==> config.mk <==
export PLATFORM = sky130hd
export DESIGN_NAME = matmul_job_controller
export DESIGN_NICKNAME = d
export VERILOG_FILES = /design/src/rtl/matmul_pkg.sv /design/src/rtl/matmul_latency_counter.sv /design/src/rtl/matmul_job_controller.sv
export SDC_FILE = /design/constraint.sdc
export NUM_CORES = 1
export LEC_CHECK = 0
export CORE_AREA = 2 2 177 179
export CTS_BUF_LIST = sky130_fd_sc_hd__clkbuf_16
export CTS_CLUSTER_SIZE = 25
export DETAILED_ROUTE_END_ITERATION = 10
export DIE_AREA = 0 0 179 181
export REMOVE_ABC_BUFFERS = 1
export SLEW_MARGIN = 20
export SYNTH_ARGS = -nofsm -noshare
export SYNTH_HDL_FRONTEND = slang
export SYNTH_HIERARCHICAL = 1
export SYNTH_SLANG_ARGS = --single-unit
==> constraint.sdc <==
create_clock -name clk -period 2.9 [get_ports clk]
set_input_delay 0.58 -clock clk [delete_from_list [all_inputs] [get_ports clk]]
set_output_delay 0.58 -clock clk [all_outputs]
set_load 0.05 [all_outputs]
==> src/rtl/matmul_pkg.sv <==
// Shared types and defaults for the matmul job controller.
package matmul_pkg;

    localparam int WIDTH_DEF = 6;
    localparam int N_DEF     = 3;

    typedef enum logic [2:0] {
        IDLE,
        CLEAR,
        RUN,
        CAPTURE,
        DONE
    } ctrl_state_t;

    function automatic int latency_for(input int n);
        return 3 * n - 1;
    endfunction

endpackage

==> src/rtl/matmul_latency_counter.sv <==
// Cycle counter for the RUN phase: cleared by load, flags its terminal count.
module matmul_latency_counter #(
    parameter int LATENCY = 8,
    parameter int CW      = $clog2(LATENCY) + 1
) (
    input  logic clk,
    input  logic rst,
    input  logic i_load,
    input  logic i_en,
    output logic o_tc
);

    logic [CW-1:0] r_count;

    // Saturates at the terminal count so it can never wrap.
    always_ff @(posedge clk) begin
        if (rst || i_load) begin
            r_count <= '0;
        end else if (i_en && !o_tc) begin
            r_count <= r_count + CW'(1);
        end
    end

    assign o_tc = (r_count == CW'(LATENCY - 1));

endmodule

==> src/rtl/matmul_job_controller.sv <==
// Sequences one matmul job at a time through the systolic datapath.
// Matrices are flat row-major: element (r,c) lives at [(r*N+c)*W +: W].
module matmul_job_controller
    import matmul_pkg::*;
#(
    parameter int WIDTH   = WIDTH_DEF,
    parameter int N       = N_DEF,
    parameter int LATENCY = latency_for(N),
    parameter int CNT_W   = 16
) (
    input  logic                       clk,
    input  logic                       rst,
    input  logic                       in_valid,
    output logic                       in_ready,
    input  logic [N*N*WIDTH-1:0]       a_in,
    input  logic [N*N*WIDTH-1:0]       b_in,
    output logic                       out_valid,
    input  logic                       out_ready,
    output logic [N*N*2*WIDTH-1:0]     result_out,
    output logic [N*N*WIDTH-1:0]       dp_a,
    output logic [N*N*WIDTH-1:0]       dp_b,
    output logic                       dp_clear,
    output logic                       dp_start,
    input  logic [N*N*2*WIDTH-1:0]     dp_result,
    output logic                       busy,
    output logic [CNT_W-1:0]           jobs_done
);

    ctrl_state_t                r_state;
    ctrl_state_t                w_next;
    logic                       r_in_ready;
    logic                       r_out_valid;
    logic                       r_dp_clear;
    logic                       r_dp_start;
    logic                       r_busy;
    logic [N*N*WIDTH-1:0]       r_dp_a;
    logic [N*N*WIDTH-1:0]       r_dp_b;
    logic [N*N*2*WIDTH-1:0]     r_result;
    logic [CNT_W-1:0]           r_jobs;
    logic                       w_accept;
    logic                       w_deliver;
    logic                       w_tc;

    assign w_accept  = in_valid && r_in_ready;
    assign w_deliver = r_out_valid && out_ready;

    matmul_latency_counter #(
        .LATENCY (LATENCY)
    ) u_lat_cnt (
        .clk    (clk),
        .rst    (rst),
        .i_load (r_state == CLEAR),
        .i_en   (r_state == RUN),
        .o_tc   (w_tc)
    );

    always_comb begin
        w_next = r_state;
        unique case (r_state)
            IDLE:    if (w_accept) w_next = CLEAR;
            CLEAR:   w_next = RUN;
            RUN:     if (w_tc) w_next = CAPTURE;
            CAPTURE: w_next = DONE;
            DONE:    if (w_deliver) w_next = IDLE;
            default: w_next = IDLE;
        endcase
    end

    // Handshake and strobe outputs are decoded from the next state so
    // every port is driven straight from a flop.
    always_ff @(posedge clk) begin
        if (rst) begin
            r_state     <= IDLE;
            r_in_ready  <= 1'b1;
            r_out_valid <= 1'b0;
            r_dp_clear  <= 1'b0;
            r_dp_start  <= 1'b0;
            r_busy      <= 1'b0;
            r_dp_a      <= '0;
            r_dp_b      <= '0;
            r_result    <= '0;
            r_jobs      <= '0;
        end else begin
            r_state     <= w_next;
            r_in_ready  <= (w_next == IDLE);
            r_out_valid <= (w_next == DONE);
            r_dp_clear  <= (w_next == CLEAR);
            r_dp_start  <= (r_state == CLEAR);
            r_busy      <= (w_next != IDLE);
            if (w_accept) begin
                r_dp_a <= a_in;
                r_dp_b <= b_in;
            end
            if (r_state == CAPTURE) begin
                r_result <= dp_result;
            end
            if (w_deliver) begin
                r_jobs <= r_jobs + CNT_W'(1);
            end
        end
    end

    assign in_ready   = r_in_ready;
    assign out_valid  = r_out_valid;
    assign dp_clear   = r_dp_clear;
    assign dp_start   = r_dp_start;
    assign busy       = r_busy;
    assign dp_a       = r_dp_a;
    assign dp_b       = r_dp_b;
    assign result_out = r_result;
    assign jobs_done  = r_jobs;

endmodule

==> impl_metrics.env <==
export IMPL_crit_arrival_ns=1.82
export IMPL_vias=8505
export IMPL_htreeDepth=1
export IMPL_drive_gt1_share_pct=4.16
export IMPL_hold_class="flop to flop"
export IMPL_grt_max_degree=109
export IMPL_async_flop_share_pct=0
export IMPL_synth_adder_area_share_pct=0.294
export IMPL_ys_flop_type="dfxtp_1"
export IMPL_wire_per_inst_um=15.3
export IMPL_most_common_layout_cells="clkdlybuf4s50_1 (455), nand2_1 (442), dfxtp_1 (244), a21oi_1 (226), clkbuf_16 (29)"
export IMPL_final_common_cell="clkdlybuf4s50_1"
export IMPL_clkPwrFrac_pct=39.7
export IMPL_max_slew_worst_pin_slew_ns=0.624
export IMPL_synth_edf_count=0
export IMPL_die_y_um=181
export IMPL_clk_latency_ns=0.53
export IMPL_num_nets_final=1716
export IMPL_crit_slowest_cell="clkdlybuf4s50_1"
export IMPL_ir_drop_uv=401
export IMPL_slew_violations=0
export IMPL_fin_cells=1910
export IMPL_cap_violations=0
export IMPL_routed_wl_mm=29.2
export IMPL_yosys_cell_types_count=37
export IMPL_hold_viol=0
export IMPL_cts_buffer_depth=3
export IMPL_relSlewSlack_pct=58.0
export IMPL_tns_ns=0
export IMPL_firstDrtPassIters=4
export IMPL_holdBufCountCts=0
export IMPL_slowest_delay_ns=0.85
export IMPL_synth_simple_gate_area_share_pct=23.5
export IMPL_antenna_left=0
export IMPL_post_route_drc_count=0
export IMPL_outcome="finished clean"
export IMPL_synth_compound_area_share_pct=13.9
export IMPL_place_congestion=0.753
export IMPL_synth_top_family_by_area="simple AND/OR/NAND/NOR gates"
export IMPL_cp_top_family="buffers and inverters"
export IMPL_grtUsageTotal_pct=17.1
export IMPL_rsz0062_at_grt="no"
export IMPL_areaGrowthSynthToFinish_pct=67.8
export IMPL_start_util_pct=28.1
export IMPL_postLayoutCellArea_sq_um=14300
export IMPL_diodes=0
export IMPL_port_buffers=456
export IMPL_synth_xor_xnor_area_share_pct=1.03
export IMPL_postCtsSetupBuffers=0
export IMPL_ys_warn_count=6
export IMPL_syn_area_sq_um=8530
export IMPL_clock_sinks=244
export IMPL_cts_buffers=29
export IMPL_synthCells=1074
export IMPL_crit_chain="clkdlybuf4s50_1"
export IMPL_timing_critical_path_buf_inv=1
export IMPL_crit_path_start_kind="flop"
export IMPL_dp_cells=1859
export IMPL_core_area_sq_um=30300
export IMPL_detail_route_vias_per_cell=4.45
export IMPL_grt_pass1_wl_mm=44.7
export IMPL_synth_seq_cells=244
export IMPL_p_int_mw=5.96
export IMPL_dp_hpwl_mm=20.4
export IMPL_cts_tree="yes"
export IMPL_critPathKind="flop to primary output"
export IMPL_period_share_pct=82.9
export IMPL_root_buffer="clkbuf_16"
export IMPL_power_leakage_nw=5.06
export IMPL_synth_mux_area_share_pct=0.264
export IMPL_grt_overflow=0
export IMPL_avgSynthCellArea_sq_um=7.94
export IMPL_cp_max_fo=4
export IMPL_power_share_sequential_pct=43.1
export IMPL_grt_pass1_vias=8206
export IMPL_place_area_sq_um=13500
export IMPL_powerDensity_nw_per_um2=577
export IMPL_required_ns=2.32
export IMPL_clkTransAtPathRegs_ns=0.06
export IMPL_final_core_util_pct=47.2
export IMPL_postCtsResizedCells=0
export IMPL_die_w_um=179
export IMPL_fin_crit_ns=2.40
export IMPL_switching_power_mw=2.30
export IMPL_antenna_found_initial=0
export IMPL_finClkSkew_ns=0.00741
export IMPL_crit_path_end_kind="primary output"
export IMPL_fmax_ghz=0.416
export IMPL_p_comb_share_pct=17.2
export IMPL_synth_seq_area_share_pct=57.3
export IMPL_dieArea_sq_um=32400
export IMPL_rows=64
export IMPL_setup_viol=0
export IMPL_drtIter0Drc=403
export IMPL_switching_share_pct=27.9
export IMPL_ios=457
-- sequential cells by signal, summed over array words and instances (netlist names) --
name	count
busy	1
dp_a	54
dp_b	54
dp_clear	1
dp_start	1
in_ready	1
jobs_done	16
out_valid	1
r_state	3
result_out	108
u_lat_cnt/r_count	4
-- routing by layer --
layer	track usage, %	part of all wire [%]
met5	0	0
met4	4.33	2.2
met3	6.71	11
met2	29.2	47
met1	19.9	39
-- synthesized netlist by cell type, drive strengths merged (2+ instances only) --
cell	number	area share (%)
and3	2	0.15
nand3	9	0.68
or3	4	0.32
nand3b	2	0.32
nand2	443	20
nor3	4	0.23
nor3b	2	0.18
a21boi	2	0.22
ha	2	0.29
nand4	4	0.29
nor2	17	0.75
inv	6	0.26
xnor2	6	0.62
a21oi	226	13
mux2	2	0.26
clkbuf	66	2.9
nor2b	3	0.22
o21ai	3	0.18
xor2	4	0.41
nor4	3	0.22
buf	11	0.56
dfxtp	244	57
-- logic make-up (layout without fill, tap and decap cells) --
| group | after synthesis | after routing |
|---|---|---|
| xor+xnor | 10 | 10 |
| mux | 2 | 2 |
| flops | 244 | 244 |
| simple gates | 499 | 499 |
| fa+ha+maj | 2 | 2 |
| buf+inv | 83 | 523 |
| compound gates | 234 | 234 |
-- stage by stage --
step                      hold WS [ns]  setup WS [ns]  power [mW]
after global routing             0.471          0.450        8.64
after floorplan                  0.462        0.00256        4.34
after CTS                        0.453          0.468        8.38
after global placement           0.441          0.484        5.05
final                            0.451          0.496        8.26
after detailed placement         0.446          0.467        5.06
-- power groups by stage --
stage / logic, mW / registers, mW / clock network, mW
2_1_floorplan: 0.254 / 4.08 / 0
3_3_place_gp: 1.42 / 3.63 / 0
3_5_place_dp: 1.43 / 3.63 / 0
4_1_cts: 1.43 / 3.56 / 3.39
5_1_grt: 1.51 / 3.57 / 3.55
6_report: 1.42 / 3.56 / 3.28
-- final cells by class --
cell class              count  area, sq um
clock buffers              29          726
well taps                 396          495
fillers                  2965        16000
inverters                   6         22.5
repair buffers            466         4720
multi-input cells         747         3340
flip-flops and latches    244         4880
clock inverters            22          126
-- worst paths after layout --
path | from | to | slack, ns | cells after the start
worst max-delay path | jobs_done[3] | jobs_done[3] | 0.50 | 1
worst min-delay path | result_out[94] | result_out[94] | 0.45 | 2
worst max register to register | jobs_done[0] | jobs_done[14] | 1.06 | 5
worst min register to register | result_out[94] | result_out[94] | 0.45 | 2
Note: power is estimated with default switching activity, not from simulation.
==> RTL edit 1: new RTL, same flow settings <==
The parameter `CNT_W` goes from 16 to 12.
--- a/src/rtl/matmul_job_controller.sv
+++ b/src/rtl/matmul_job_controller.sv
@@ -7,5 +7,5 @@
     parameter int N       = N_DEF,
     parameter int LATENCY = latency_for(N),
-    parameter int CNT_W   = 16
+    parameter int CNT_W   = 12
 ) (
     input  logic                       clk,
Interface: changed (resized jobs_done); port bits go from 457 to 453. No check against the original RTL was run, so the function may have changed too.
==> RTL edit 1 against the original RTL <==
First-iteration DRC count shrank 0.25%; register-to-register slack improved by 0.07 ns; routed wire length up 0.78%; area after synthesis decreased by 1.2%; power up 0.67%; design area shrank 0.90%; sequential cell count is 4 lower; worst setup slack worse by 0.0027 ns.
==> RTL edit 1: results (changes against the original RTL) <==
Clocking
  • Cts repair resizes: 0 (unchanged)
  • Total CTS buffers: 28 (-3.4%)
  • Clk_lat worst skew: approximately 0.54 ns
  • Setup Buffers After CTS: 0 (unchanged)
  • Reg clk slew, reported paths: 0.06 ns (about the same)
  • CTS HTree Levels: 1 (unchanged)

GRT
  • GRT Total Usage: 17.1% (-0.041 points)
  • Global-route wire length before repair: 44.2 mm (-1.2%)
  • Vias in the first global route: 7927 (-3.4%)
  • Antenna violations before repair: 1 (+1)

Hold path
  • Worst Min Path Start: result_out[22]
  • Worst Hold Path EP: result_out[22]

Place
  • Dpl cell area: 13300 sq um (-1.2%)
  • Cells after DPL: 1837 (-1.2%)
  • Dpl hpwl: 20.5 mm (+0.54%)
  • RePlAce Congestion: 0.765 (+1.5%)
  • Setup WS pre-CTS: 0.594 ns (+0.127 ns)
  • I/O Buffers: 452 (-0.88%)

Synth
  • Synth top cells by count: 441 x nand2_1, 240 x dfxtp_1, 227 x a21oi_1
  • Async set-reset flop share out of synthesis: 0% (unchanged)
  • Seq/Total Area, Yosys: 57.1% (-0.24 points)
  • Ys Warns: 6 (unchanged)
  • Distinct cells, synth: 39 (+5.4%)
  • Main area contributors after synthesis: dfxtp_1 57%, nand2_1 20%, a21oi_1 13%, buf_2 1.8%, clkbuf_1 1.8%
  • Syn Inst Count: 1055 (-1.8%)

Route
  • Routed length per placed instance: 15.6 um (+1.7%)
  • Starting DRT DRC Count: 402 (-0.25%)
  • Vias: 8466 (-0.46%)
  • Pre-antenna DRT Iters: 4 (unchanged)

Critical path
  • WP data arrival: approximately 1.8 ns
  • Worst R2R End: result_out[8]
  • R2r startpoint: r_state[2]
  • Reg2reg setup slack: 1.13 ns (+0.07 ns)
  • Critical path fanouts, max: 7 (+3)
  • Worst reg2reg path depth: 4 (-1)

Power and ir drop
  • Leakage: 5.01 nW (-0.98%)
  • Worst IR Drop VDD: 0.402 mV (+0.34%)

STA
  • Slew margin rel.: 58.4% (+0.40 points)
  • Final Skew: 0.0116 ns (+0.00416 ns)
  • Final Setup Violations: 0 (unchanged)
  • Hold slack: 0.451 ns (-0.0000580 ns)

Final layout
  • Max reg flops: 108 (unchanged)
  • Area Overhead vs Synth: 68.4%
  • Nets@finish: 1693 (-1.3%)
  • Fill cell count: 2986 (+0.71%)
  • Non-Filler Instances: 1892 (-0.94%)
  • Share of cells above drive strength 1: 4.22% (+0.059 points)

Outcome
  • Status: finished clean
==> RTL edit 1: kinds of logic after synthesis <==
kind of cell,after synthesis,share of synthesized area (%)
xor gates and xnor gates,3,0.312
DFF,240,57.1
and+or+nand+nor,485,23.0
muxes,4,0.520
buffers and inverters,82,4.34
AOI/OAI and AO/OA,239,14.5
adders and majority gates,2,0.297
==> RTL edit 1: where the power goes <==
group	leakage, nW	switching [W]	internal [W]
combinational	2.61	0.000836	0.000591
sequential	1.95	0.0000734	0.00343
clock	0.452	0.00140	0.00198
==> RTL edit 1: cell type report <==
class	count	area (sq um)	share of cell area (%)
inverter	5	18.8	0.132
sequential	240	4800	33.9
clock inverter	23	154	1.09
tap	396	495	3.49
antenna	3	7.51	0.0529
multi-input combinational	733	3260	23.0
clock buffer	29	726	5.12
timing repair buffer	463	4710	33.2
==> RTL edit 1: worst reg2reg max path, delay by kind of cell (launching register included) <==
kind                   cells  cell delay [ns]
AND/OR/NAND/NOR            2             0.82
AO/OA/AOI/OAI              1             0.13
flip-flops                 1             0.39
buffers and inverters      1             0.36
==> RTL edit 1: routing by layer <==
layer / global-route usage (%) / wire length [um]
met5: 0 / 0
met4: 4.20 / 540
met3: 7.15 / 3410
met2: 29.3 / 13900
met1: 19.5 / 11500
==> RTL edit 1: worst max path at each step <==
stage,slack [ns],startpoint,to,cells past startpoint
2_1_floorplan,-0.12,in_ready,r_state[0],3
5_1_grt,0.42,out_valid,out_valid,1
6_report,0.49,jobs_done[4],jobs_done[4],1
3_5_place_dp,0.59,out_ready,jobs_done[10],4
3_3_place_gp,0.63,out_ready,jobs_done[11],4
4_1_cts,0.46,jobs_done[4],jobs_done[4],1
==> RTL edit 2: new RTL, config.mk and constraints unchanged <==
Without the edit above. The 5 states of `ctrl_state_t` get a Gray code encoding in 3 bits.
--- a/src/rtl/matmul_pkg.sv
+++ b/src/rtl/matmul_pkg.sv
@@ -6,9 +6,9 @@
 
     typedef enum logic [2:0] {
-        IDLE,
-        CLEAR,
-        RUN,
-        CAPTURE,
-        DONE
+        IDLE    = 3'b000,
+        CLEAR   = 3'b001,
+        RUN     = 3'b011,
+        CAPTURE = 3'b010,
+        DONE    = 3'b110
     } ctrl_state_t;
 
Behaviour: same outputs for any inputs over 4 cycles, from zero or initial values and one cycle with rst high; so few cycles prove little.
==> RTL edit 2 against the original RTL <==
Design area is 0.19% higher; routed wire length is 3.4% higher; first-iteration DRC count is 5.5% higher; critical endpoint is now jobs_done[2]; area after synthesis is 0.18% higher; sequential cell count stayed put; largest power group unchanged; worst setup slack worse by 0.087 ns; highest routed layer unchanged; largest cell class unchanged; non-clock buffer count stayed put; power is 14% higher.
==> RTL edit 2: results (changes against the original RTL) <==
Power and ir drop
  • Part of the power in combinational logic: 25.0% (+7.8 points)
  • Sequential share of power: 39.6% (-3.5 points)
  • Switching share of power: 32.0% (+4.1 points)
  • Worst IR Drop VDD: 0.432 mV (+7.8%)
  • Leakage: 5.17 nW (+2.1%)

Final layout
  • Max reg flops: 108 (unchanged)
  • Share of cells above drive strength 1: 3.56% (-0.60 points)
  • Nets@finish: 1718 (+0.12%)

Route
  • Starting DRT DRC Count: 425 (+5.5%)
  • Drt total wl: 30.2 mm (+3.4%)
  • Routed wl met2: 14.2 mm (+3.3%)
  • Vias per inst: 4.49 (+0.75%)
  • M1 wire length: 11.9 mm (+4.1%)
  • Metal3 WL: 3.24 mm (-3.0%)

GRT
  • Met1 GRT Util: 20.0% (+0.071 points)
  • Global-route wire length before repair: 45.2 mm (+1.2%)
  • GRT Total Usage: 17.5% (+0.38 points)
  • Vias in the first global route: 8261 (+0.67%)
  • GR Layer Usage met2: 30.3% (+1.2 points)
  • Antenna violations before repair: 1 (+1)
  • Largest net degree at the start of global routing: 109 (unchanged)
  • Met3 Use GR: 6.59% (-0.13 points)

Critical path
  • Reg2reg setup slack: 1.03 ns (-0.03 ns)
  • Critical path fanouts, max: 8 (+4)
  • Worst R2R End: u_lat_cnt/r_count[3]
  • Worst reg2reg path depth: 5 (unchanged)
  • WP data arrival: 1.91 ns (+0.09 ns)
  • Crit path max-delay family: buffers and inverters
  • CP Launch Point: jobs_done[2]
  • R2r startpoint: r_state[0]
  • CP max stage delay: 0.89 ns (+0.04 ns)
  • Crit path to: jobs_done[2]

Synth
  • Synth top cells by count: 442 x nand2_1, 244 x dfxtp_1, 225 x a21oi_1
  • Ys flop type: dfxtp_1
  • Async set-reset flop share out of synthesis: 0% (unchanged)
  • Distinct cells, synth: 39 (+5.4%)
  • Seq/Total Area, Yosys: 57.2% (-0.10 points)
  • Main area contributors after synthesis: dfxtp_1 57%, nand2_1 19%, a21oi_1 13%, clkbuf_1 2.7%, nand4_1 0.73%
  • Ys Warns: 6 (unchanged)

Hold path
  • WHS Path Cells: 2 (unchanged)
  • Worst Min Path Start: result_out[89]
  • Worst Hold Path EP: result_out[89]

Place
  • RePlAce Congestion: 0.774 (+2.7%)
  • Setup WS pre-CTS: 0.560 ns (+0.0929 ns)
  • Dpl hpwl: 20.7 mm (+1.6%)

Outcome
  • Status: finished clean

STA
  • Final Skew: 0.00704 ns (-0.000370 ns)
  • Hold slack: 0.452 ns (+0.00120 ns)
  • Final Cycle Share: 85.9% (+3.0 points)
  • Slew margin rel.: 55.5% (-2.5 points)

Clocking
  • Reg clk slew, reported paths: 0.05 ns
[RTL edit 2: through the flow]
stage               instance area [sq um]  power [W]  utilization [%]  setup TNS [ns]  std cells
global placement                    13500    0.00618             44.4               0       1861
finish                              14300    0.00945             47.2               0       1913
CTS                                 14300    0.00959             47.2               0       1912
global route                        14300    0.00988             47.2               0       1913
detailed placement                  13500    0.00620             44.4               0       1861
floorplan                            8240    0.00516                -         -397.63        999
[RTL edit 2: kinds of logic after synthesis]
kind of cell / share of synthesized area [%]
simple gates: 23.5
flops: 57.2
compound gates: 14.1
buf+inv: 3.78
xor+xnor: 1.03
fa+ha+maj: 0.293
mux: 0.117
[RTL edit 2: layout make-up]
cell class | count | area [sq um]
fillers | 3042 | 16000
flip-flops and latches | 244 | 4880
repair buffers | 466 | 4720
multi-input cells | 749 | 3350
clock buffers | 29 | 726
well taps | 396 | 495
clock inverters | 22 | 140
inverters | 6 | 22.5
diodes | 1 | 2.50
